[src/rtl/fregs_wb_arbiter.sv]
// Write-back arbiter for the FP register file's single write port: three one-entry request
// buffers, round-robin grant, and a pending-write scoreboard. Optional macro: FREGS_WB_DBG_PRIO_EN.
module fregs_wb_arbiter #(
    parameter int DATA_W = 32,
    parameter int ADDR_W = 5
) (
    input  logic              iCLK,
    input  logic              iRST_N,
    input  logic              iFpuValid,
    input  logic [ADDR_W-1:0] iFpuRd,
    input  logic [DATA_W-1:0] iFpuData,
    output logic              oFpuReady,
    input  logic              iLdValid,
    input  logic [ADDR_W-1:0] iLdRd,
    input  logic [DATA_W-1:0] iLdData,
    output logic              oLdReady,
    input  logic              iDbgValid,
    input  logic [ADDR_W-1:0] iDbgRd,
    input  logic [DATA_W-1:0] iDbgData,
    output logic              oDbgReady,
    input  logic              iIssueValid,
    input  logic [ADDR_W-1:0] iIssueRd,
    input  logic [ADDR_W-1:0] iQueryRs1,
    input  logic [ADDR_W-1:0] iQueryRs2,
    input  logic [ADDR_W-1:0] iQueryRs3,
    output logic              oRs1Busy,
    output logic              oRs2Busy,
    output logic              oRs3Busy,
    output logic              oRegWrite,
    output logic [ADDR_W-1:0] oWriteRegister,
    output logic [DATA_W-1:0] oWriteData,
    output logic [2:0]        oGrant
);
    localparam int NREG = 1 << ADDR_W;

    // Handshake: a requester transfers {rd, data} on a posedge where valid && ready;
    // ready is simply "buffer empty", a registered signal with no path from any valid.
    logic [2:0]        buf_full;
    logic [ADDR_W-1:0] buf_rd   [3];
    logic [DATA_W-1:0] buf_data [3];
    logic [2:0]        in_valid;
    logic [ADDR_W-1:0] in_rd    [3];
    logic [DATA_W-1:0] in_data  [3];
    logic [1:0]        last_grant;
    logic [NREG-1:0]   pending;
    logic [1:0]        win_idx;
    logic              win_any;
    logic [1:0]        ord0, ord1, ord2;
    logic              clr_en;
    logic [ADDR_W-1:0] clr_rd;
    logic              waw_hazard;

    assign in_valid   = {iDbgValid, iLdValid, iFpuValid};
    assign in_rd[0]   = iFpuRd;
    assign in_rd[1]   = iLdRd;
    assign in_rd[2]   = iDbgRd;
    assign in_data[0] = iFpuData;
    assign in_data[1] = iLdData;
    assign in_data[2] = iDbgData;

    assign oFpuReady = ~buf_full[0];
    assign oLdReady  = ~buf_full[1];
    assign oDbgReady = ~buf_full[2];

    // Search order starts one above the last granted requester.
    always_comb begin
        ord0 = 2'd0;
        ord1 = 2'd1;
        ord2 = 2'd2;
`ifdef FREGS_WB_DBG_PRIO_EN
        ord0 = 2'd2;
        if (last_grant == 2'd0) begin
            ord1 = 2'd1;
            ord2 = 2'd0;
        end else begin
            ord1 = 2'd0;
            ord2 = 2'd1;
        end
`else
        case (last_grant)
            2'd0: begin ord0 = 2'd1; ord1 = 2'd2; ord2 = 2'd0; end
            2'd1: begin ord0 = 2'd2; ord1 = 2'd0; ord2 = 2'd1; end
            default: begin ord0 = 2'd0; ord1 = 2'd1; ord2 = 2'd2; end
        endcase
`endif
    end

    always_comb begin
        win_idx = 2'd0;
        win_any = 1'b0;
        if (buf_full[ord0]) begin
            win_idx = ord0;
            win_any = 1'b1;
        end else if (buf_full[ord1]) begin
            win_idx = ord1;
            win_any = 1'b1;
        end else if (buf_full[ord2]) begin
            win_idx = ord2;
            win_any = 1'b1;
        end
    end

    always_ff @(posedge iCLK or negedge iRST_N) begin
        if (!iRST_N) begin
            buf_full       <= '0;
            last_grant     <= 2'd2;
            oRegWrite      <= 1'b0;
            oWriteRegister <= '0;
            oWriteData     <= '0;
            oGrant         <= '0;
            for (int i = 0; i < 3; i++) begin
                buf_rd[i]   <= '0;
                buf_data[i] <= '0;
            end
        end else begin
            for (int i = 0; i < 3; i++) begin
                if (in_valid[i] && !buf_full[i]) begin
                    buf_full[i] <= 1'b1;
                    buf_rd[i]   <= in_rd[i];
                    buf_data[i] <= in_data[i];
                end
            end
            // The winner is full, so it cannot also be accepting on this edge.
            if (win_any) begin
                buf_full[win_idx] <= 1'b0;
                oRegWrite         <= 1'b1;
                oWriteRegister    <= buf_rd[win_idx];
                oWriteData        <= buf_data[win_idx];
                oGrant            <= 3'b001 << win_idx;
`ifdef FREGS_WB_DBG_PRIO_EN
                if (win_idx != 2'd2) last_grant <= win_idx;
`else
                last_grant <= win_idx;
`endif
            end else begin
                oRegWrite <= 1'b0;
                oGrant    <= '0;
            end
        end
    end

    // Debug writes bypass the scoreboard; a same-edge issue of the cleared index wins.
    assign clr_en = win_any && (win_idx != 2'd2);
    assign clr_rd = buf_rd[win_idx];

    always_ff @(posedge iCLK or negedge iRST_N) begin
        if (!iRST_N) begin
            pending <= '0;
        end else begin
            if (clr_en) pending[clr_rd] <= 1'b0;
            if (iIssueValid) pending[iIssueRd] <= 1'b1;
        end
    end

    assign oRs1Busy = pending[iQueryRs1];
    assign oRs2Busy = pending[iQueryRs2];
    assign oRs3Busy = pending[iQueryRs3];

    // A second issue to a pending rd is a WAW protocol error unless that write retires now.
    assign waw_hazard = iIssueValid && pending[iIssueRd] && !(clr_en && (clr_rd == iIssueRd));

    waw_issue_check: assert property (@(posedge iCLK) disable iff (!iRST_N) !waw_hazard);

endmodule

[config.mk]
export PLATFORM = sky130hd
export DESIGN_NAME = fregs_wb_arbiter
export DESIGN_NICKNAME = d
export VERILOG_FILES = /design/src/rtl/fregs_wb_arbiter.sv
export SDC_FILE = /design/constraint.sdc
export NUM_CORES = 1
export LEC_CHECK = 0
export CORE_MARGIN = 2
export CORE_UTILIZATION = 53
export CTS_BUF_LIST = sky130_fd_sc_hd__clkbuf_2
export DETAILED_ROUTE_END_ITERATION = 10
export HOLD_SLACK_MARGIN = 0.15
export PLACE_DENSITY = 0.83
export SYNTH_ARGS = -nofsm -noshare
export SYNTH_HDL_FRONTEND = slang
export SYNTH_SLANG_ARGS = --single-unit
[constraint.sdc]
create_clock -name iCLK -period 3 [get_ports iCLK]
set_input_delay 0.6 -clock iCLK [delete_from_list [all_inputs] [get_ports iCLK]]
set_output_delay 0.6 -clock iCLK [all_outputs]
set_load 0.005 [all_outputs]
; Word-level counts from Yosys, hierarchy flattened
; Cells that the tools add are included.
[totals]
regBits = 189
out_inout_bits = 47
[op_classes]
order_cmp = 13
n_eq_ne = 2
shift = 1
mux = 41
bitwise = 9
reduce_logical = 11
[op_table]
columns = operator, count
row1 = $mux W32, 4
row2 = $bmux W32 S2, 1
row3 = $and A32 B32 Y32, 1
row4 = $not A32 Y32, 1
row5 = $or A32 B32 Y32, 1
row6 = $lt A5 B6 Y1 const B, 5
row7 = $mux W1, 16
row8 = $bmux W1 S5, 3
row9 = $lt A2 B3 Y1 const B, 4
row10 = $pmux W2 S2, 3
row11 = $bmux W5 S2, 1
row12 = $demux W1 S5, 2
row13 = $ge A5 B1 Y1 const B, 2
row14 = $mux W5, 2
row15 = $logic_and A1 B1 Y1, 7
row16 = $bmux W1 S2, 3
row17 = $mux W2, 3
row18 = $mux W3, 2
row19 = $and A3 B3 Y3, 1
row20 = $ge A3 B3 Y1 const B, 1
row21 = $logic_not A1 Y1, 3
row22 = $not A1 Y1, 3
row23 = $not A2 Y3, 1
row24 = $not A3 Y3, 1
row25 = 6 further kinds, 6

; Longest topological paths before layout
; Gate-level depths: netlist of run 1.
[depth]
word_depth = 20
ltp_mapped = 9
ltp_nobuf = 6

; Worst setup path before layout of run 1
; OpenSTA, ideal clock, no wires.
[synth_path]
path_type = input to output
startpoint = in iQueryRs1[0]
endpoint = out oRs1Busy
arrival_time_ps = 2230
required_ps = 2400
path_slack_ps = 170
stages = 4
n_path_buf = 1
cell_sequence = clkbuf_1 -> mux4_2 -> mux4_2 -> mux2_2
[synth_via]
elab_chain_cells = 2
[synth_rtl]
columns = item, line_no
row1 = "start, declared", 23  ; input logic [ADDR_W-1:0] iQueryRs1,
row2 = $bmux W1 S5, 155  ; assign oRs1Busy = pending[iQueryRs1];
row3 = $mux W1 (not written as such), 155
row4 = "end, declared", 26  ; output logic oRs1Busy,
; Every way passes these cells. The select of a mux whose other input is x is not followed.

; Worst setup path after layout of run 1
[layout_path]
startpoint = reg pending[3]
endpoint = out oRs1Busy
[layout_via]
elab_chain_cells = 2
[layout_rtl]
columns = item, line_no
row1 = "start, declared", 45  ; logic [NREG-1:0] pending;
row2 = "start signal, assigned", 148  ; pending <= '0;
row3 = "start signal, assigned by index", 150  ; if (clr_en) pending[clr_rd] <= 1'b0;
row4 = "start signal, assigned by index", 151  ; if (iIssueValid) pending[iIssueRd] <= 1'b1;
row5 = $bmux W1 S5, 155
row6 = $mux W1 (not written as such), 155
; Every way passes these cells. The select of a mux whose other input is x is not followed.

==> results of run 1 <==
## state kept, by name (all words and copies together) (netlist names)
signal and count:
pending 32, oGrant 3, buf_full 3, last_grant 2, oWriteRegister 5, oWriteData 32, buf_data 96, oRegWrite 1
buf_rd 15
## cell type report
cell class / count / area, um2
timing repair buffer: 233 / 2330
inverter: 9 / 36.3
clock inverter: 13 / 153
antenna: 1 / 2.50
clock buffer: 19 / 95.1
tap: 216 / 270
sequential: 189 / 4750
multi-input combinational: 419 / 3720
fill: 1088 / 4530
## what timing repair did
action	CTS	global route
hold buffers	1	0
gates resized for setup	36	2
pin swaps	0	0
endpoints found under the hold margin	86	0
setup endpoints to repair	3	3
setup buffers	18	2
cloned	0	0
## how the worst min path moves through the flow
stage | end | slack (ns) | cells after the start
after detailed placement | oWriteData[0]$_DFFE_PN0N_ | 0.45 | 2
after global routing | buf_full[2]$_DFF_PN0_ | 0.30 | 3
after floorplan | buf_data[0]$_DFFE_PN0P_ | 0.30 | 0
after CTS | buf_full[2]$_DFF_PN0_ | 0.31 | 3
final | buf_full[0]$_DFF_PN0_ | 0.38 | 3
after global placement | oWriteData[9]$_DFFE_PN0N_ | 0.44 | 2
## power by group
part           internal (mW)  switching (mW)
Clock                  0.345           0.945
Combinational           3.01            3.11
Sequential              3.79           0.932
## metal layers
metal,global-route usage,vias to the layer above,part of all wire
li1,-,2945,-
met1,0.363,3489,0.37
met2,0.493,375,0.50
met3,0.103,76,0.094
met4,0.122,0,0.032
met5,0,-,0
## synth_stat cells, drive strengths merged, types with 15 or more instances
master and instances:
nand3 22, a21oi 15, mux4 30, o21ai 20, nand2 78, mux2 114, clkbuf 36, dfrtp 188
o31ai 21, a222oi 32, nor2 23
## per-stage QoR
stage	cells	hold WS, ns	cell area, um2
floorplan	665	0.304	8640
detailed placement	1045	0.451	10900
CTS	1096	0.310	11300
global placement	1045	0.442	10900
finish	1099	0.385	11400
global route	1099	0.299	11400
## cells in the final DEF (no fill, tap or decap), types with 3 or more instances in the layout
| cell | netlist | final |
|---|---|---|
| clkbuf_2 | 0 | 19 |
| inv_6 | 0 | 6 |
| a21oi_1 | 14 | 14 |
| mux4_2 | 30 | 30 |
| nand3_1 | 22 | 22 |
| o31a_1 | 4 | 4 |
| buf_4 | 1 | 38 |
| buf_6 | 0 | 7 |
| nor2b_4 | 0 | 3 |
| o41ai_1 | 6 | 6 |
| inv_1 | 7 | 7 |
| clkinv_8 | 0 | 3 |
| dfrtp_1 | 188 | 171 |
| mux2_2 | 114 | 111 |
| a221o_1 | 12 | 12 |
| dfrtp_2 | 0 | 17 |
| buf_12 | 0 | 8 |
| a222oi_1 | 32 | 32 |
| nor2_1 | 23 | 23 |
| o21ai_0 | 19 | 19 |
| nor2b_1 | 6 | 3 |
| nand2_1 | 78 | 78 |
| clkdlybuf4s50_1 | 0 | 179 |
| o211ai_1 | 3 | 3 |
| o31ai_1 | 21 | 21 |
| mux2_4 | 0 | 3 |
| and3b_1 | 3 | 3 |
| o21a_1 | 5 | 5 |
| nor3b_1 | 5 | 5 |
## worst min-delay path, delay by kind of cell
family / cells / cell delay, ns
buf+inv: 1 / 0.43
simple gates: 2 / 0.14
## cell families (layout without fill, tap and decap cells)
group | after synthesis | after routing | synth area share
DFF | 189 | 189 | 0.547
and+or+nand+nor | 145 | 145 | 0.0737
muxes | 144 | 144 | 0.227
AOI/OAI and AO/OA | 130 | 130 | 0.126
buffers and inverters | 57 | 274 | 0.0263
other | 0 | 1 | 0
==> qor.yml, run 1 <==
crit_family: "multiplexers"
antenna_found_initial: 2
crit_path_end_kind: "output pin"
p_per_area_mw_per_mm2: 1070
layout.nets: 1006
cts_buffer_depth: 2
cp-start-kind: "flop"
netlist_area_mm2: 0.00864
ys_async_sr_fraction: 1.00
area_growth_pct: 31.4
dieArea_mm2: 0.0173
ant_nets: 0
power.leakage_nw: 4.47
rows: 46
ys_seq_area_frac: 0.547
cp_cell_sequence: "buf_6 > mux4_2 > mux4_2 > mux2_4 > buf_6"
final_util: 0.715
violations: "negative setup slack"
vias: 6885
status: "finished, violations left"
gp_congestion: 1.08
yosysWarnings: 0
drt-total-wl_mm: 25.1
cts_sinks: 189
io_pins: 184
wl_per_cell_um: 22.8
synthDominantCellAreaShare: 0.544
slowest_stage: "dfrtp_2"
initial_utilization: 0.544
h-tree-depth: 4
irDropWorstVdd_uv: 703
worstSetupPathDepth: 5
gr-total-overflow: 0
synth-seq-cells: 189
reg2reg_depth: 5
cts_tree: "built"
grt.total_usage: 0.299
r2r-start: "buf_full[1]$_DFF_PN0_"
synth_nets: 802
hpwlAfterDp_mm: 17.6
period_minus_slack_ns: 3.32
drt_iter0_drc: 806
r2r-end: "pending[3]$_DFF_PN0_"
fmax_mhz: 301
synth_edf_count: 0
core-area_mm2: 0.0159
dieHeight_um: 132
cts.reportedPaths.clkPinSlew_ns: 0.29
drc: 0
finalHoldViolCount: 0
rsz0062_at_grt: "true"
skew_ns: 0.0418
crit_type: "flop to output pin"
min_from: "iFpuValid"
tns_ns: -0.878
slowest_delay_ns: 0.51
synth_cell_types: 43
port_buffers: 183
setup_violations: 3
finalPower_mw: 12.1
drive_above_1_share: 0.295
syn-mean-instance-area_um2: 13.0
numCtsBuffers: 17
grt_pass1_wl_mm: 40.4
synthFlopType: "dfrtp_1"
drtPass1Iterations: 6
reg2reg_slack_ns: 0.37
grt_max_degree: 90
drv_slew: 0
clk-insertion-delay-late_ns: 0.77
relSlewSlack: 0.392
vias_per_cell: 6.26
grt_pass1_vias: 7382
worst_ep_required_time_ns: 2.40
crit_start: "pending[3]$_DFF_PN0_"
endpoint: "oRs1Busy"
post-route-period-util: 1.11
cap_viol_max_count: 0
clockRootBuffer: "clkbuf_2"
cp.arrival_ns: 2.72
synth_area_leaders: "dfrtp_1, mux2_2, mux4_2, a222oi_1, nand2_1"
fp.dieW_um: 132
holdCritPathClass: "input port to flop"
crit_buf_inv: 2
cp_max_fo: 3
timing.final.ws_setup_ns: -0.324
worstMarginPinSlew_ns: 0.912
synth_top_area_cell: "dfrtp_1"
syn_inst: 665
place_ws_ns: -0.573
Note: power is estimated with default switching activity, not from simulation.
==> run 2: changes to the inputs <==
--- a/config.mk
+++ b/config.mk
@@ -5,6 +5,7 @@
 export SDC_FILE = /design/constraint.sdc
 export NUM_CORES = 1
 export LEC_CHECK = 0
+export CORE_ASPECT_RATIO = 1.1
 export CORE_MARGIN = 2
 export CORE_UTILIZATION = 53
 export CTS_BUF_LIST = sky130_fd_sc_hd__clkbuf_2
==> qor.yml, run 2 (synthesized netlist as in run 1, its figures left out) <==
grt_pass1_vias: 7565  # +2.5%
violations: "negative setup slack"
regMostFlops: "buf_data"
crit_path_end_kind: "output pin"
cts_sinks: 189  # unchanged
final_cell_mix: "clkdlybuf4s50_1, dfrtp_1, mux2_2, nand2_1, buf_4"
worst_ep_required_time_ns: 2.40  # about the same
timing.final.ws_setup_ns: -0.295  # +0.0286 ns
reg_top3: "buf_data x96, oWriteData x32, pending x32"
fillCellCount: 1098  # +0.92%
fmax_mhz: 303  # +0.87%
core-area_mm2: 0.0159  # -0.19%
setup_violations: 3  # unchanged
h-tree-depth: 4  # unchanged
diodes: 0  # -1
cp-start-kind: "flop"
skew_ns: 0.0323  # -0.00954 ns
grt_pass1_wl_mm: 39.8  # -1.4%
layout.nets: 1014  # +0.80%
cp.arrival_ns: 2.70  # -0.02 ns
period_minus_slack_ns: 3.30  # -0.0286 ns
drv_slew: 0  # unchanged
final_common_cell: "clkdlybuf4s50_1"
vias: 6919  # +0.49%
gp_congestion: 0.995  # -7.6%
place_ws_ns: -0.573  # -0.000183 ns
cts_tree: "built"
crit_type: "flop to output pin"
grt.total_usage: 0.298  # -0.000998
drc: 0  # unchanged
cp_max_fo: 3  # unchanged
p_per_area_mw_per_mm2: 1070  # +0.51%
hpwlAfterDp_mm: 17.8  # +1.1%
largest_reg_flops: 96  # unchanged
io_pins: 184  # unchanged
initial_utilization: 0.545  # +0.00103
worstMarginPinSlew_ns: 0.679  # -0.233 ns
irDropWorstVdd_uv: 807  # +15%
dieHeight_um: 138  # +4.7%
gr-total-overflow: 0  # unchanged
status: "finished, violations left"
wl_per_cell_um: 22.9  # +0.38%
area_growth_pct: 31.7
post-route-period-util: 1.10  # -0.00953
clockRootBuffer: "clkbuf_2"
cts.reportedPaths.clkPinSlew_ns: 0.26  # -0.03 ns
grt_max_degree: 75  # -17%
drive_above_1_share: 0.297  # +0.00184
rows: 48  # +4.3%
drtPass1Iterations: 11  # +5
fin_hold_ws_ns: 0.390  # +0.00531 ns
cts_buffer_depth: 2  # unchanged
cap_viol_max_count: 0  # unchanged
fp.dieW_um: 126  # -4.5%
power.leakage_nw: 4.51  # +0.73%
numCtsBuffers: 17  # unchanged
reg2reg_slack_ns: 0.41  # +0.04 ns
relSlewSlack: 0.547  # +0.155
antenna_found_initial: 1  # -1
drt_iter0_drc: 679  # -16%
drt-total-wl_mm: 25.0  # -0.45%
ant_nets: 0  # unchanged
holdCritPathClass: "input port to asynchronous set/reset pin"
port_buffers: 183  # unchanged
vias_per_cell: 6.35  # +1.3%
clk-insertion-delay-late_ns: 0.75  # -0.02 ns
finalHoldViolCount: 0  # unchanged
dieArea_mm2: 0.0173  # about the same
rsz0062_at_grt: "true"
-- run 2: changes by cell type in the layout (fill, tap and decap cells not counted), moves of 2 or more --
cell        delta
buf_12         -2
buf_4          +5
buf_6          +5
clkinv_8       -3
clkinvlp_4     +2
dfrtp_1        +3
dfrtp_2        -3
inv_6          -2
inv_8          +2
-- run 2: stage by stage --
stage                     power (mW)  cell area, um2  std cells  utilization  setup TNS [ns]
after floorplan                 8.21            8640        665            -               0
after global placement          10.4           10900       1034        0.687           -1.53
after detailed placement        10.7           10900       1034        0.687           -1.64
after CTS                       12.2           11400       1090        0.717           -1.01
after global routing            13.0           11400       1090        0.718           -1.22
final                           12.2           11400       1090        0.718          -0.841
-- run 2: routing by layer --
metal  wire [um]  part of all wire  vias up  global-route usage
met5          13           0.00052        -                   0
met4        1280             0.051        2               0.170
met3        2230             0.089      100              0.0833
met2       12900              0.52      401               0.520
met1        8550              0.34     3469               0.333
li1            -                 -     2947                   -
-- run 2: worst max-delay path, stage by stage, from the launching register on --
cell	delay [ns]
dfrtp_1	0.46
buf_4	0.16
mux4_2	0.47
mux4_2	0.47
mux2_4	0.28
buf_6	0.12
-- run 2: layout make-up --
type,count,area (um2),share of cell area
flip-flops and latches,189,4750,0.417
multi-input cells,419,3720,0.327
repair buffers,241,2380,0.209
well taps,200,250,0.0220
clock inverters,14,158,0.0138
clock buffers,18,90.1,0.00791
inverters,9,36.3,0.00319
-- run 2: what timing repair did --
item	CTS	global route
hold buffers	1	0
gates cloned	0	0
pin swaps	0	0
buffers inserted	23	0
resized for setup	37	3
endpoints found under the setup margin	3	3
hold endpoints to repair	69	0
-- run 2: worst paths after layout --
check,start,to,cells past startpoint
worst max register to register,buf_full[0]$_DFF_PN0_,pending[10]$_DFF_PN0_,7
worst min register to register,buf_data[87]$_DFFE_PN0P_,oWriteData[23]$_DFFE_PN0N_,2
worst min-delay path,iRST_N,buf_data[11]$_DFFE_PN0P_,2
worst max-delay path,pending[15]$_DFF_PN0_,oRs1Busy,5
min in group iCLK,iLdValid,buf_full[1]$_DFF_PN0_,3
max in group asynchronous,iRST_N,buf_data[64]$_DFFE_PN0P_,3
-- run 2: power breakdown --
group	total (mW)	switching (mW)	internal, mW	leakage, nW
logic	6.21	3.13	3.07	2.24
clock network	1.30	0.897	0.405	0.143
registers	4.72	0.925	3.79	2.12
total	12.2	4.96	7.27	4.51
==> run 3: changes to the inputs <==
==> constraint.sdc (replaced) <==
create_clock -name iCLK -period 3.6 [get_ports iCLK]
set_input_delay 0.72 -clock iCLK [delete_from_list [all_inputs] [get_ports iCLK]]
set_output_delay 0.72 -clock iCLK [all_outputs]
set_load 0.005 [all_outputs]
==> qor.yml, run 3 (synthesized netlist as in run 1, its figures left out) <==
period_minus_slack_ns: 3.49
final_util: 0.700  # -0.0180
slowest_stage: "dfrtp_2"
setup_violations: 0  # -3
clockRootBuffer: "clkbuf_2"
clk-insertion-delay-late_ns: 0.77  # +0.02 ns
ant_nets: 0  # unchanged
cap_viol_max_count: 0  # unchanged
finalHoldViolCount: 0  # unchanged
cts.reportedPaths.clkPinSlew_ns: 0.27  # about the same
cp_cell_sequence: "mux4_2 > mux4_2 > mux2_2 > dlygate4sd2_1"
grt_pass1_wl_mm: 39.0  # -1.9%
port_buffers: 183  # unchanged
drc: 0  # unchanged
vias_per_cell: 6.42  # +1.1%
place_ws_ns: -0.198  # +0.375 ns
timing.final.ws_setup_ns: 0.113  # +0.408 ns
hpwlAfterDp_mm: 17.7  # -0.31%
cp.arrival_ns: 2.77  # +0.07 ns
grt.total_usage: 0.293  # -0.00509
placed_cells: 1028  # -0.58%
drtPass1Iterations: 7  # -4
rsz0062_at_grt: "false"
cp_max_fo: 3  # unchanged
status: "finished, final reports clean"
worst_ep_required_time_ns: 2.88  # +0.48 ns
worstMarginPinSlew_ns: 0.816  # +0.137 ns
numCtsBuffers: 17  # unchanged
power.leakage_nw: 4.36  # -3.3%
drt-total-wl_mm: 24.7  # -1.2%
post-route-period-util: 0.969
final_common_cell: "dfrtp_1"
cts_buffer_depth: 2  # unchanged
final_cell_mix: "dfrtp_1, clkdlybuf4s50_1, mux2_2, nand2_1, a222oi_1"
cts_sinks: 189  # unchanged
crit_top_cell: "mux4_2"
area_growth_pct: 28.4
crit_type: "flop to output pin"
cp-start-kind: "flop"
h-tree-depth: 4  # unchanged
wl_per_cell_um: 23.2  # +0.97%
tns_ns: 0  # +0.841 ns
drive_above_1_share: 0.275  # -0.0221
initial_utilization: 0.545  # unchanged
io_pins: 184  # unchanged
gp_congestion: 1.01  # +1.6%
antenna_found_initial: 1  # unchanged
p_per_area_mw_per_mm2: 885  # -18%
fp.dieW_um: 126  # unchanged
rows: 48  # unchanged
relSlewSlack: 0.456  # -0.0913
holdCritPathClass: "flop to flop"
fmax_mhz: 287
vias: 6848  # -1.0%
largest_reg_flops: 96  # unchanged
reg_top3: "buf_data x96, oWriteData x32, pending x32"
diodes: 0  # unchanged
grt_max_degree: 91  # +21%
drv_slew: 0  # unchanged
core-area_mm2: 0.0159  # unchanged
dieArea_mm2: 0.0173  # unchanged
cts_tree: "built"
gr-total-overflow: 0  # unchanged
regMostFlops: "buf_data"
layout.nets: 991  # -2.3%
skew_ns: 0.0356  # +0.00330 ns
final_cells: 1067  # -2.1%
slowest_delay_ns: 0.51  # +0.04 ns
irDropWorstVdd_uv: 616  # -24%
drt_iter0_drc: 721  # +6.2%
dieHeight_um: 138  # unchanged
grt_pass1_vias: 7232  # -4.4%
finalPower_mw: 9.82  # -20%
crit_path_end_kind: "output pin"
==> run 3: cell count changes in the layout (fill, tap and decap cells not counted), moves of 2 or more <==
cell	delta
mux2_4	-2
bufinv_16	-2
clkinv_2	+2
clkdlybuf4s50_1	-5
buf_6	-10
dlygate4sd2_1	+6
mux2_2	+2
buf_4	-16
clkbuf_2	+2
inv_8	-2
==> run 3: where the power goes <==
part / internal [mW] / leakage [nW] / switching (mW) / total, mW
logic: 2.41 / 2.11 / 2.54 / 4.95
registers: 3.16 / 2.12 / 0.796 / 3.96
clock network: 0.194 / 0.123 / 0.726 / 0.920
==> run 3: final timing paths <==
kind / start / end / slack, ns / cells past startpoint
max: pending[31]$_DFF_PN0_ / oRs2Busy / 0.11 / 4
max in group asynchronous: iRST_N / oWriteData[30]$_DFFE_PN0N_ / 2.09 / 3
min in group asynchronous: iRST_N / buf_data[75]$_DFFE_PN0P_ / 0.52 / 2
min: buf_data[70]$_DFFE_PN0P_ / oWriteData[6]$_DFFE_PN0N_ / 0.51 / 2
max reg2reg: buf_full[1]$_DFF_PN0_ / pending[17]$_DFF_PN0_ / 0.85 / 5
min reg2reg: buf_data[70]$_DFFE_PN0P_ / oWriteData[6]$_DFFE_PN0N_ / 0.51 / 2
==> run 3: per-layer routing <==
metal,routed length [um],global-route usage
met1,8780,0.338
met4,994,0.135
met5,0,0
met2,12700,0.509
met3,2250,0.0891
==> run 3: per-stage QoR <==
| stage | hold WS [ns] | instance area [um2] |
|---|---|---|
| after global routing | 0.453 | 11100 |
| after global placement | 0.443 | 10800 |
| after detailed placement | 0.453 | 10800 |
| final | 0.507 | 11100 |
| after floorplan | 0.424 | 8640 |
| after CTS | 0.468 | 11100 |
==> run 3: worst max-delay path, delay by kind of cell (launching register included) <==
family                 cells  cell delay, ns
DFF                        1            0.51
buffers and inverters      1            0.26
muxes                      3            1.22
==> run 3: what timing repair did <==
| action | 4_1_cts | 5_1_grt |
|---|---|---|
| hold endpoints to repair | 85 | 0 |
| buffers inserted | 6 | 0 |
| resized for setup | 24 | 3 |
| cloned | 0 | 0 |
| pin swaps | 0 | 0 |
| endpoints found under the setup margin | 3 | 2 |
| hold buffers | 1 | 0 |
==> run 3: area by class of cell <==
cell class	instances	area (um2)
fillers	1141	4750
flip-flops and latches	189	4750
multi-input cells	419	3720
repair buffers	218	2160
well taps	200	250
clock buffers	20	100
clock inverters	12	86.3
inverters	9	36.3
